<file path="src/rtl/alu_pkg.sv">
// ============================================================================
// Module : alu_pkg
// Brief  : Shared op codes, multiply/divide state encoding and helpers.
// Rev    : 1.0 - initial release
// ============================================================================
`default_nettype none

package alu_pkg;

    localparam logic [3:0] ALU_AND  = 4'b0000;
    localparam logic [3:0] ALU_OR   = 4'b0001;
    localparam logic [3:0] ALU_ADD  = 4'b0010;
    localparam logic [3:0] ALU_XOR  = 4'b0011;
    localparam logic [3:0] ALU_NOR  = 4'b0100;
    localparam logic [3:0] ALU_SLTU = 4'b0101;
    localparam logic [3:0] ALU_SUB  = 4'b0110;
    localparam logic [3:0] ALU_SLT  = 4'b0111;
    localparam logic [3:0] ALU_SLL  = 4'b1000;
    localparam logic [3:0] ALU_SRL  = 4'b1001;
    localparam logic [3:0] ALU_SRA  = 4'b1010;
    localparam logic [3:0] ALU_LUI  = 4'b1011;

    localparam logic [2:0] MD_MULT  = 3'd0;
    localparam logic [2:0] MD_MULTU = 3'd1;
    localparam logic [2:0] MD_DIV   = 3'd2;
    localparam logic [2:0] MD_DIVU  = 3'd3;
    localparam logic [2:0] MD_MTHI  = 3'd4;
    localparam logic [2:0] MD_MTLO  = 3'd5;

    localparam logic [1:0] MDS_IDLE = 2'd0;
    localparam logic [1:0] MDS_RUN  = 2'd1;
    localparam logic [1:0] MDS_FIX  = 2'd2;

    // Divide by zero: LO is filled with this bit, HI returns the original dividend.
    localparam logic DIV0_QUOT_FILL    = 1'b1;
    localparam logic DIV0_REM_DIVIDEND = 1'b1;

    function automatic logic md_is_signed(input logic [2:0] op);
        return (op == MD_MULT) || (op == MD_DIV);
    endfunction

    function automatic logic md_is_div(input logic [2:0] op);
        return (op == MD_DIV) || (op == MD_DIVU);
    endfunction

endpackage

`default_nettype wire

</file>
<file path="src/rtl/muldiv_seq.sv">
// ============================================================================
// Module : muldiv_seq
// Brief  : Radix-2 sequential multiply/divide core with HI/LO registers.
// Rev    : 1.0 - initial release
// ============================================================================
`default_nettype none

module muldiv_seq
    import alu_pkg::*;
#(
    parameter int WIDTH = 32
) (
    input  logic             clk,
    input  logic             rst,
    input  logic [WIDTH-1:0] i_a,
    input  logic [WIDTH-1:0] i_b,
    input  logic [2:0]       i_op,
    input  logic             i_start,
    output logic             o_busy,
    output logic             o_done,
    output logic [WIDTH-1:0] o_hi,
    output logic [WIDTH-1:0] o_lo
);

    localparam int CW = $clog2(WIDTH);
    localparam logic [CW-1:0] c_CNT_INIT = CW'(WIDTH - 1);

    logic [1:0]       r_state;
    logic [1:0]       w_next;
    logic [CW-1:0]    r_cnt;
    logic [WIDTH-1:0] r_acc;
    logic [WIDTH-1:0] r_q;
    logic [WIDTH-1:0] r_b;
    logic [WIDTH-1:0] r_hi;
    logic [WIDTH-1:0] r_lo;
    logic             r_is_div;
    logic             r_neg_q;
    logic             r_neg_r;
    logic             r_div0;
    logic             r_done;
    logic             w_busy;

    logic             w_accept;
    logic             w_launch;
    logic             w_op_div;
    logic             w_a_neg;
    logic             w_b_neg;
    logic             w_b_zero;
    logic [WIDTH-1:0] w_a_mag;
    logic [WIDTH-1:0] w_b_mag;

    logic [WIDTH:0]     w_add;
    logic [WIDTH:0]     w_rs;
    logic [WIDTH:0]     w_trial;
    logic [2*WIDTH-1:0] w_prod;
    logic [2*WIDTH-1:0] w_prod_fix;
    logic [WIDTH-1:0]   w_quot_fix;
    logic [WIDTH-1:0]   w_rem_fix;

    assign w_accept = i_start && (r_state == MDS_IDLE);
    assign w_launch = w_accept && !i_op[2];
    assign w_op_div = md_is_div(i_op);
    assign w_a_neg  = md_is_signed(i_op) && i_a[WIDTH-1];
    assign w_b_neg  = md_is_signed(i_op) && i_b[WIDTH-1];
    assign w_b_zero = (i_b == '0);
    assign w_a_mag  = w_a_neg ? -i_a : i_a;
    assign w_b_mag  = w_b_neg ? -i_b : i_b;

    // Multiply: r_acc is the upper product half, r_q holds multiplier/lower half.
    assign w_add   = {1'b0, r_acc} + ({1'b0, r_b} & {(WIDTH+1){r_q[0]}});
    // Divide: r_acc is the partial remainder, r_q shifts dividend out and quotient in.
    assign w_rs    = {r_acc, r_q[WIDTH-1]};
    assign w_trial = w_rs - {1'b0, r_b};

    assign w_prod     = {r_acc, r_q};
    assign w_prod_fix = r_neg_q ? -w_prod : w_prod;
    assign w_quot_fix = r_neg_q ? -r_q : r_q;
    assign w_rem_fix  = r_neg_r ? -r_acc : r_acc;

    always_ff @(posedge clk or posedge rst) begin
        if (rst) begin
            r_state <= MDS_IDLE;
        end else begin
            r_state <= w_next;
        end
    end

    always_comb begin
        w_next = r_state;
        case (r_state)
            MDS_IDLE: if (w_launch) w_next = MDS_RUN;
            MDS_RUN:  if (r_cnt == '0) w_next = MDS_FIX;
            MDS_FIX:  w_next = MDS_IDLE;
            default:  w_next = MDS_IDLE;
        endcase
    end

    always_comb begin
        w_busy = (r_state != MDS_IDLE);
    end

    always_ff @(posedge clk or posedge rst) begin
        if (rst) begin
            r_cnt    <= '0;
            r_acc    <= '0;
            r_q      <= '0;
            r_b      <= '0;
            r_hi     <= '0;
            r_lo     <= '0;
            r_is_div <= 1'b0;
            r_neg_q  <= 1'b0;
            r_neg_r  <= 1'b0;
            r_div0   <= 1'b0;
            r_done   <= 1'b0;
        end else begin
            r_done <= (r_state == MDS_FIX);
            case (r_state)
                MDS_IDLE: begin
                    if (w_launch) begin
                        r_acc    <= '0;
                        r_q      <= w_a_mag;
                        r_b      <= w_b_mag;
                        r_cnt    <= c_CNT_INIT;
                        r_is_div <= w_op_div;
                        // A zero divisor leaves the quotient unsigned so it stays all ones.
                        r_neg_q  <= (w_a_neg ^ w_b_neg) && !(w_op_div && w_b_zero);
                        r_neg_r  <= w_op_div && w_a_neg && DIV0_REM_DIVIDEND;
                        r_div0   <= w_op_div && w_b_zero;
                    end else if (w_accept && (i_op == MD_MTHI)) begin
                        r_hi <= i_a;
                    end else if (w_accept && (i_op == MD_MTLO)) begin
                        r_lo <= i_a;
                    end
                end
                MDS_RUN: begin
                    r_cnt <= r_cnt - 1'b1;
                    if (r_is_div) begin
                        if (!w_trial[WIDTH]) begin
                            r_acc <= w_trial[WIDTH-1:0];
                            r_q   <= {r_q[WIDTH-2:0], 1'b1};
                        end else begin
                            r_acc <= w_rs[WIDTH-1:0];
                            r_q   <= {r_q[WIDTH-2:0], 1'b0};
                        end
                    end else begin
                        r_acc <= w_add[WIDTH:1];
                        r_q   <= {w_add[0], r_q[WIDTH-1:1]};
                    end
                end
                MDS_FIX: begin
                    if (r_is_div) begin
                        r_lo <= r_div0 ? {WIDTH{DIV0_QUOT_FILL}} : w_quot_fix;
                        r_hi <= w_rem_fix;
                    end else begin
                        r_hi <= w_prod_fix[2*WIDTH-1:WIDTH];
                        r_lo <= w_prod_fix[WIDTH-1:0];
                    end
                end
                default: ;
            endcase
        end
    end

    assign o_busy = w_busy;
    assign o_done = r_done;
    assign o_hi   = r_hi;
    assign o_lo   = r_lo;

endmodule

`default_nettype wire

</file>
<file path="src/rtl/alu_muldiv.sv">
// ============================================================================
// Module : alu_muldiv
// Brief  : Combinational MIPS ALU plus sequential multiply/divide unit.
// Rev    : 1.0 - initial release
// ============================================================================
`default_nettype none

module alu_muldiv
    import alu_pkg::*;
#(
    parameter int WIDTH = 32
) (
    input  logic             clk,
    input  logic             reset,
    input  logic [WIDTH-1:0] var1,
    input  logic [WIDTH-1:0] var2,
    input  logic [3:0]       aluControl,
    output logic [WIDTH-1:0] aluout,
    output logic             zero,
    output logic             overflow,
    input  logic [2:0]       md_op,
    input  logic             md_start,
    output logic             md_busy,
    output logic             md_done,
    output logic [WIDTH-1:0] hi,
    output logic [WIDTH-1:0] lo
);

    localparam int SHW = $clog2(WIDTH);

    logic [SHW-1:0]   w_sh;
    logic [WIDTH-1:0] w_sum;
    logic [WIDTH-1:0] w_diff;
    logic [WIDTH-1:0] w_res;
    logic             w_lt_s;
    logic             w_lt_u;
    logic             w_ovf_add;
    logic             w_ovf_sub;
    logic             w_ovf;

    assign w_sh   = var1[SHW-1:0];
    assign w_sum  = var1 + var2;
    assign w_diff = var1 - var2;
    assign w_lt_s = $signed(var1) < $signed(var2);
    assign w_lt_u = var1 < var2;

    assign w_ovf_add = (var1[WIDTH-1] == var2[WIDTH-1]) && (w_sum[WIDTH-1] != var1[WIDTH-1]);
    assign w_ovf_sub = (var1[WIDTH-1] != var2[WIDTH-1]) && (w_diff[WIDTH-1] != var1[WIDTH-1]);

    always_comb begin
        w_res = '0;
        w_ovf = 1'b0;
        case (aluControl)
            ALU_AND:  w_res = var1 & var2;
            ALU_OR:   w_res = var1 | var2;
            ALU_ADD:  begin w_res = w_sum;  w_ovf = w_ovf_add; end
            ALU_XOR:  w_res = var1 ^ var2;
            ALU_NOR:  w_res = ~(var1 | var2);
            ALU_SLTU: w_res = {{(WIDTH-1){1'b0}}, w_lt_u};
            ALU_SUB:  begin w_res = w_diff; w_ovf = w_ovf_sub; end
            ALU_SLT:  w_res = {{(WIDTH-1){1'b0}}, w_lt_s};
            ALU_SLL:  w_res = var2 << w_sh;
            ALU_SRL:  w_res = var2 >> w_sh;
            ALU_SRA:  w_res = $unsigned($signed(var2) >>> w_sh);
            ALU_LUI:  w_res = {var2[WIDTH/2-1:0], {(WIDTH/2){1'b0}}};
            default:  w_res = '0;
        endcase
    end

    assign aluout   = w_res;
    assign zero     = (w_res == '0);
    assign overflow = w_ovf;

    muldiv_seq #(
        .WIDTH (WIDTH)
    ) u_muldiv (
        .clk     (clk),
        .rst     (reset),
        .i_a     (var1),
        .i_b     (var2),
        .i_op    (md_op),
        .i_start (md_start),
        .o_busy  (md_busy),
        .o_done  (md_done),
        .o_hi    (hi),
        .o_lo    (lo)
    );

endmodule

`default_nettype wire

</file>
<file path="config.mk">
export PLATFORM = sky130hd
export DESIGN_NAME = alu_muldiv
export DESIGN_NICKNAME = d
export VERILOG_FILES = /design/src/rtl/alu_pkg.sv /design/src/rtl/muldiv_seq.sv /design/src/rtl/alu_muldiv.sv
export SDC_FILE = /design/constraint.sdc
export NUM_CORES = 1
export LEC_CHECK = 0
export BUFFER_PORTS_ARGS = -buffer_cell sky130_fd_sc_hd__buf_2
export CAP_MARGIN = 0
export CORE_ASPECT_RATIO = 0.9
export CORE_UTILIZATION = 35
export CTS_CLUSTER_DIAMETER = 60
export DETAILED_ROUTE_END_ITERATION = 7
export PLACE_DENSITY = 0.55
export RECOVER_POWER = 25
export SLEW_MARGIN = 10
export SYNTH_ARGS = -nofsm -noshare
export SYNTH_HDL_FRONTEND = slang
export SYNTH_SLANG_ARGS = --single-unit
</file>
<file path="constraint.sdc">
create_clock -name clk -period 8.1 [get_ports clk]
set_input_delay 1.62 -clock clk [delete_from_list [all_inputs] [get_ports clk]]
set_output_delay 1.62 -clock clk [all_outputs]
set_load 0.03 [all_outputs]
</file>
==> flow_summary.html <==
<table>
<tr><th>Metric</th><th>Value</th></tr>
<tr><th colspan="2">Outcome</th></tr>
<tr><td>Run status</td><td>finished, violations left</td></tr>
<tr><td>Violations in the final reports</td><td>design-rule violations, max-capacitance violations, max-slew violations</td></tr>
<tr><th colspan="2">Finish</th></tr>
<tr><td>Synthesis-to-finish area growth</td><td>13.0%</td></tr>
<tr><td>Post-route insts no fill</td><td>approximately 4300</td></tr>
<tr><td>Cell area after layout</td><td>0.0272 mm²</td></tr>
<tr><td>Footprint of the flip-flops and latches</td><td>~0.0043 mm²</td></tr>
<tr><td>Final nets</td><td>3680</td></tr>
<tr><td>Fraction of layout cells with a size suffix above 1</td><td>14.6%</td></tr>
<tr><td>Area of the multi-input gates</td><td>roughly 0.018 mm²</td></tr>
<tr><td>Final-layout fill cell count</td><td>around 7200</td></tr>
<tr><th colspan="2">CTS</th></tr>
<tr><td>Num CTS Buffers</td><td>17</td></tr>
<tr><td>TritonCTS clock tree</td><td>yes</td></tr>
<tr><td>Clk pin slew, worst setup/hold paths</td><td>0.07 ns</td></tr>
<tr><td>Hold-fix buffers, CTS</td><td>0</td></tr>
<tr><td>CTS sink count</td><td>about 170</td></tr>
<tr><td>Setup Fix Bufs, Post-CTS</td><td>0</td></tr>
<tr><td>Clock Tree Buf Depth</td><td>2</td></tr>
<tr><td>Root buffer cell</td><td>sky130_fd_sc_hd__clkbuf_16</td></tr>
<tr><td>Clock latency on the worst-skew pair</td><td>around 0.46 ns</td></tr>
<tr><td>Number of H-tree levels</td><td>4</td></tr>
<tr><th colspan="2">Floorplan</th></tr>
<tr><td>Die width</td><td>278 µm</td></tr>
<tr><td>Standard cell core area</td><td>around 0.068 mm²</td></tr>
<tr><td>Top-level port count</td><td>roughly 170</td></tr>
<tr><td>Cell Rows</td><td>90</td></tr>
<tr><td>Die Area</td><td>approximately 0.07 mm²</td></tr>
<tr><td>Initial core utilization</td><td>between 30 and 40%</td></tr>
<tr><td>Vertical extent of the die</td><td>about 250 µm</td></tr>
<tr><th colspan="2">Worst setup path</th></tr>
<tr><td>CP dominant cell by count</td><td>sky130_fd_sc_hd__o211ai_1</td></tr>
<tr><td>Cell family with most CP delay</td><td>compound AO/OA/AOI/OAI gates</td></tr>
<tr><td>Slack of the worst reg-to-reg path</td><td>between 3 and 4 ns</td></tr>
<tr><td>Buffering stage count on the worst path with inverters included</td><td>5</td></tr>
<tr><td>Worst r2r path cells</td><td>16</td></tr>
<tr><td>Arrival @ worst endpoint</td><td>roughly 6.4 ns</td></tr>
<tr><td>Worst endpoint required time</td><td>about 6.5 ns</td></tr>
<tr><td>Type of the worst setup path</td><td>primary input to primary output</td></tr>
<tr><td>Category of the worst setup path launch point</td><td>primary input</td></tr>
<tr><td>Type of element capturing the critical path</td><td>primary output</td></tr>
<tr><td>Worst reg2reg path startpoint</td><td>u_muldiv.r_q[31]$_DFFE_PP0P_</td></tr>
<tr><td>Critical path fanouts, max</td><td>6</td></tr>
<tr><td>Ordered cell list for the critical path</td><td>buf_4, inv_1, ha_1, inv_1, fa_1, nor2b_1, o211ai_1, a311oi_1, o31a_1, o2111ai_1, o211ai_1, buf_4, a311oi_2, mux2i_1, o211ai_1, or4_1, or4_1, nor4_4, buf_2</td></tr>
<tr><td>Crit path largest cell delay</td><td>about 0.59 ns</td></tr>
<tr><td>Critical-path top delay cell</td><td>sky130_fd_sc_hd__or4_1</td></tr>
<tr><td>Destination of the worst register-to-register timing path</td><td>u_muldiv.r_acc[12]$_DFFE_PP0P_</td></tr>
<tr><th colspan="2">Power and ir drop</th></tr>
<tr><td>Internal power</td><td>~3.9 mW</td></tr>
<tr><td>Pleak</td><td>approximately 12 nW</td></tr>
<tr><td>Net switching power</td><td>4.40 mW</td></tr>
<tr><td>Proportion of power drawn by the clock network</td><td>between 10 and 15%</td></tr>
<tr><td>Proportion of power drawn by combinational gates</td><td>between 60 and 70%</td></tr>
<tr><td>Net Sw Frac</td><td>53.1%</td></tr>
<tr><td>Part of the total power dissipated in sequential elements</td><td>between 20% and 30%</td></tr>
<tr><td>PD cells</td><td>slightly above 300 mW/mm²</td></tr>
<tr><td>Highest ir drop seen on vdd</td><td>about 0.33 mV</td></tr>
<tr><th colspan="2">Place</th></tr>
<tr><td>Post-DP Area</td><td>0.0266 mm²</td></tr>
<tr><td>Routability Congestion</td><td>roughly 1.1</td></tr>
<tr><td>Cell total after placement</td><td>4288</td></tr>
<tr><td>Placed wire-length estimate</td><td>about 95000 µm</td></tr>
<tr><td>Port Buffers</td><td>173</td></tr>
<tr><th colspan="2">Synthesis</th></tr>
<tr><td>Gate count of the mapped netlist</td><td>around 3300</td></tr>
<tr><td>Synth Warn #</td><td>0</td></tr>
<tr><td>Synthesized area divided by synthesized cell count</td><td>roughly 7.3 µm²</td></tr>
<tr><td>Most numerous cell types in the synthesized netlist</td><td>sky130_fd_sc_hd__o21ai_0, sky130_fd_sc_hd__nand2_1, sky130_fd_sc_hd__nor2_1</td></tr>
<tr><td>Mux share of post-synthesis cell area</td><td>under 10%</td></tr>
<tr><td>Top FF cell, synth</td><td>sky130_fd_sc_hd__dfrtp_1</td></tr>
<tr><td>Syn_nets</td><td>3544</td></tr>
<tr><td>Dominant combinational cell family by area after synthesis</td><td>compound AO/OA/AOI/OAI gates</td></tr>
<tr><td>Share of synthesized cell area in and, or, nand and nor gates</td><td>approximately a fifth</td></tr>
<tr><td>Library cells used by synthesis</td><td>~90</td></tr>
<tr><td>Part of the Yosys area used for sequential elements</td><td>around 18%</td></tr>
<tr><td>Flop and latch count out of synthesis</td><td>~170</td></tr>
<tr><td>Cell with the most instances after synthesis</td><td>sky130_fd_sc_hd__o21ai_0</td></tr>
<tr><td>Share of Yosys cell area claimed by the top area cell type</td><td>17.9%</td></tr>
<tr><td>Fraction of the mapped netlist area in adder cells</td><td>under 10%</td></tr>
<tr><td>Share of the synthesized area in compound gates (AO/OA/AOI/OAI)</td><td>a little under a third</td></tr>
<tr><td>Post-synthesis cell type with the largest combined area</td><td>sky130_fd_sc_hd__dfrtp_1</td></tr>
<tr><td>Synth area leaders</td><td>sky130_fd_sc_hd__dfrtp_1, sky130_fd_sc_hd__ha_1, sky130_fd_sc_hd__o21ai_0</td></tr>
<tr><td>Number of synthesized flops with an enable pin</td><td>0</td></tr>
<tr><td>Combined area of all synthesized cells</td><td>roughly 0.024 mm²</td></tr>
<tr><td>Post-synth ARST share</td><td>100%</td></tr>
<tr><td>Xor and xnor fraction of the mapped netlist area</td><td>6.77%</td></tr>
<tr><th colspan="2">Hold path</th></tr>
<tr><td>Hold path depth</td><td>2</td></tr>
<tr><td>Min-delay worst type</td><td>flip-flop to flip-flop</td></tr>
<tr><td>Source of the worst hold timing path</td><td>u_muldiv.o_lo[15]$_DFFE_PP0P_</td></tr>
<tr><td>Hold worst-path end</td><td>u_muldiv.o_lo[15]$_DFFE_PP0P_</td></tr>
<tr><th colspan="2">Routing</th></tr>
<tr><td>Post-route DRC violation count</td><td>1</td></tr>
<tr><td>Number of DRC markers in iteration 0</td><td>around 3800</td></tr>
<tr><td>Number of vias per cell</td><td>between 6 and 7</td></tr>
<tr><td>Initial DRT Pass Iterations</td><td>8</td></tr>
<tr><td>Wirelength per Cell</td><td>28.2 µm</td></tr>
<tr><td>DRT Wirelength</td><td>about 120000 µm</td></tr>
<tr><td>Total via count in the routed design</td><td>27996</td></tr>
<tr><td>Antenna Violating Nets Remaining</td><td>0</td></tr>
<tr><th colspan="2">STA</th></tr>
<tr><td>Share of the clock period used by the worst path</td><td>98.4%</td></tr>
<tr><td>Setup TNS after final layout</td><td>0 ns</td></tr>
<tr><td>Min cycle time layout</td><td>about 8.0 ns</td></tr>
<tr><td>Hold violation count in the final report</td><td>0</td></tr>
<tr><td>Maximum clock rate</td><td>roughly 130 MHz</td></tr>
<tr><td>Tightest Pin Transition</td><td>5.19 ns</td></tr>
<tr><td>Setup clock skew after layout</td><td>between 0.01 and 0.015 ns</td></tr>
<tr><td>Worst slew margin</td><td>-246%</td></tr>
<tr><td>Setup violation total in the final timing report</td><td>0</td></tr>
<tr><td>Unrepaired setup endpoints after global routing</td><td>no</td></tr>
<tr><td>Count of pins over their slew limit</td><td>183</td></tr>
<tr><th colspan="2">GRT</th></tr>
<tr><td>Maximum number of pins on one net before global-route repair</td><td>130</td></tr>
<tr><td>Number of antenna violations at the first check in global routing</td><td>7</td></tr>
<tr><td>Global-route wire length before repair</td><td>177000 µm</td></tr>
<tr><td>GR Util All Layers</td><td>about a third</td></tr>
<tr><td>Vias in the first global route</td><td>around 26000</td></tr>
<tr><td>Sum of overflow across all layers after global routing</td><td>0</td></tr>
<tr><th colspan="2">Run</th></tr>
<tr><td>Max-cap violations</td><td>2</td></tr>
</table>
-- layout make-up --
| cell class | instances | share of cell area (%) |
|---|---|---|
| inverters | 151 | 2.08 |
| clock buffers | 20 | 1.64 |
| clock inverters | 12 | 0.474 |
| diodes | 6 | 0.0552 |
| multi-input cells | 2733 | 67.4 |
| repair buffers | 358 | 8.51 |
| flip-flops and latches | 172 | 15.8 |
| well taps | 874 | 4.02 |
-- registers in the layout, indices dropped and copies added (netlist names) --
name,flops
u_muldiv.r_acc,32
u_muldiv.o_hi,32
u_muldiv.r_cnt,5
u_muldiv.r_is_div,1
u_muldiv.r_div0,1
u_muldiv.r_b,32
u_muldiv.r_q,32
u_muldiv.r_state,2
u_muldiv.r_neg_r,1
u_muldiv.o_lo,32
u_muldiv.o_done,1
u_muldiv.r_neg_q,1
-- layer usage --
layer / track usage (%) / vias to the layer above / routed length (µm)
met5: 0 / - / 14
met4: 14.9 / 2 / 6050
met3: 7.87 / 302 / 13800
met2: 48.0 / 1701 / 49100
met1: 48.5 / 13581 / 53100
li1: - / 12410 / -
-- through the flow --
step	power, mW	hold slack [ns]	util [%]	setup WS [ns]
2_1_floorplan	5.72	0.450	-	0.0685
3_3_place_gp	7.30	0.459	39.4	0.121
3_5_place_dp	7.32	0.466	39.4	0.129
4_1_cts	8.20	0.482	40.2	0.0893
5_1_grt	8.87	0.496	40.2	0.0430
6_report	8.30	0.479	40.3	0.133
-- cells by family after synthesis --
logic type / after synthesis
muxes: 185
xor gates and xnor gates: 186
DFF: 172
adders and majority gates: 173
AOI/OAI and AO/OA: 1152
buffers and inverters: 392
and+or+nand+nor: 1037
-- power by group through the flow --
stage                     Clock (mW)  Sequential [mW]  Combinational, mW
after floorplan                    0             1.81               3.92
after global placement             0             1.80               5.50
after detailed placement           0             1.80               5.52
after CTS                      0.859             1.79               5.55
after global routing           0.892             1.85               6.13
final                          0.852             1.81               5.63
-- worst reg2reg max path, stage by stage, from the launching register on --
cell                       delay (ns)
sky130_fd_sc_hd__dfrtp_1         0.47
sky130_fd_sc_hd__inv_1           0.09
sky130_fd_sc_hd__ha_1            0.18
sky130_fd_sc_hd__inv_1           0.06
sky130_fd_sc_hd__fa_1            0.44
sky130_fd_sc_hd__a211oi_1        0.40
sky130_fd_sc_hd__o211ai_1        0.20
sky130_fd_sc_hd__a221o_1         0.39
sky130_fd_sc_hd__a41o_1          0.31
sky130_fd_sc_hd__a31oi_1         0.32
sky130_fd_sc_hd__a21oi_1         0.20
sky130_fd_sc_hd__o221ai_1        0.30
sky130_fd_sc_hd__xnor2_2         0.14
sky130_fd_sc_hd__buf_4           0.53
sky130_fd_sc_hd__mux2i_1         0.32
sky130_fd_sc_hd__nor2_1          0.06
sky130_fd_sc_hd__a221o_1         0.28
-- placed cells by master, fill, tap and decap left out, types with 55 or more instances in the layout --
master,instances
sky130_fd_sc_hd__o21ai_0,347
sky130_fd_sc_hd__nand2_1,345
sky130_fd_sc_hd__nor2_1,298
sky130_fd_sc_hd__a21oi_1,220
sky130_fd_sc_hd__buf_4,180
sky130_fd_sc_hd__buf_2,172
sky130_fd_sc_hd__dfrtp_1,171
sky130_fd_sc_hd__ha_1,169
sky130_fd_sc_hd__xnor2_1,157
sky130_fd_sc_hd__inv_1,149
sky130_fd_sc_hd__mux2i_1,120
sky130_fd_sc_hd__nor3_1,74
sky130_fd_sc_hd__o211ai_1,68
sky130_fd_sc_hd__nand3_1,58
sky130_fd_sc_hd__a211oi_1,58
sky130_fd_sc_hd__o22ai_1,55
-- worst max-delay path by stage --
stage               startpoint    to  cells after the start
global placement       var1[0]  zero                     17
global route           var1[0]  zero                     19
finish                 var1[0]  zero                     19
detailed placement     var1[0]  zero                     17
floorplan              var1[3]  zero                     19
CTS                    var1[0]  zero                     17
-- repair_timing --
action | in CTS | in global routing
resized for setup | 0 | 4
endpoints found under the hold margin | 0 | 0
endpoints found under the setup margin | 0 | 1
Power figures use the tool's default switching activity.
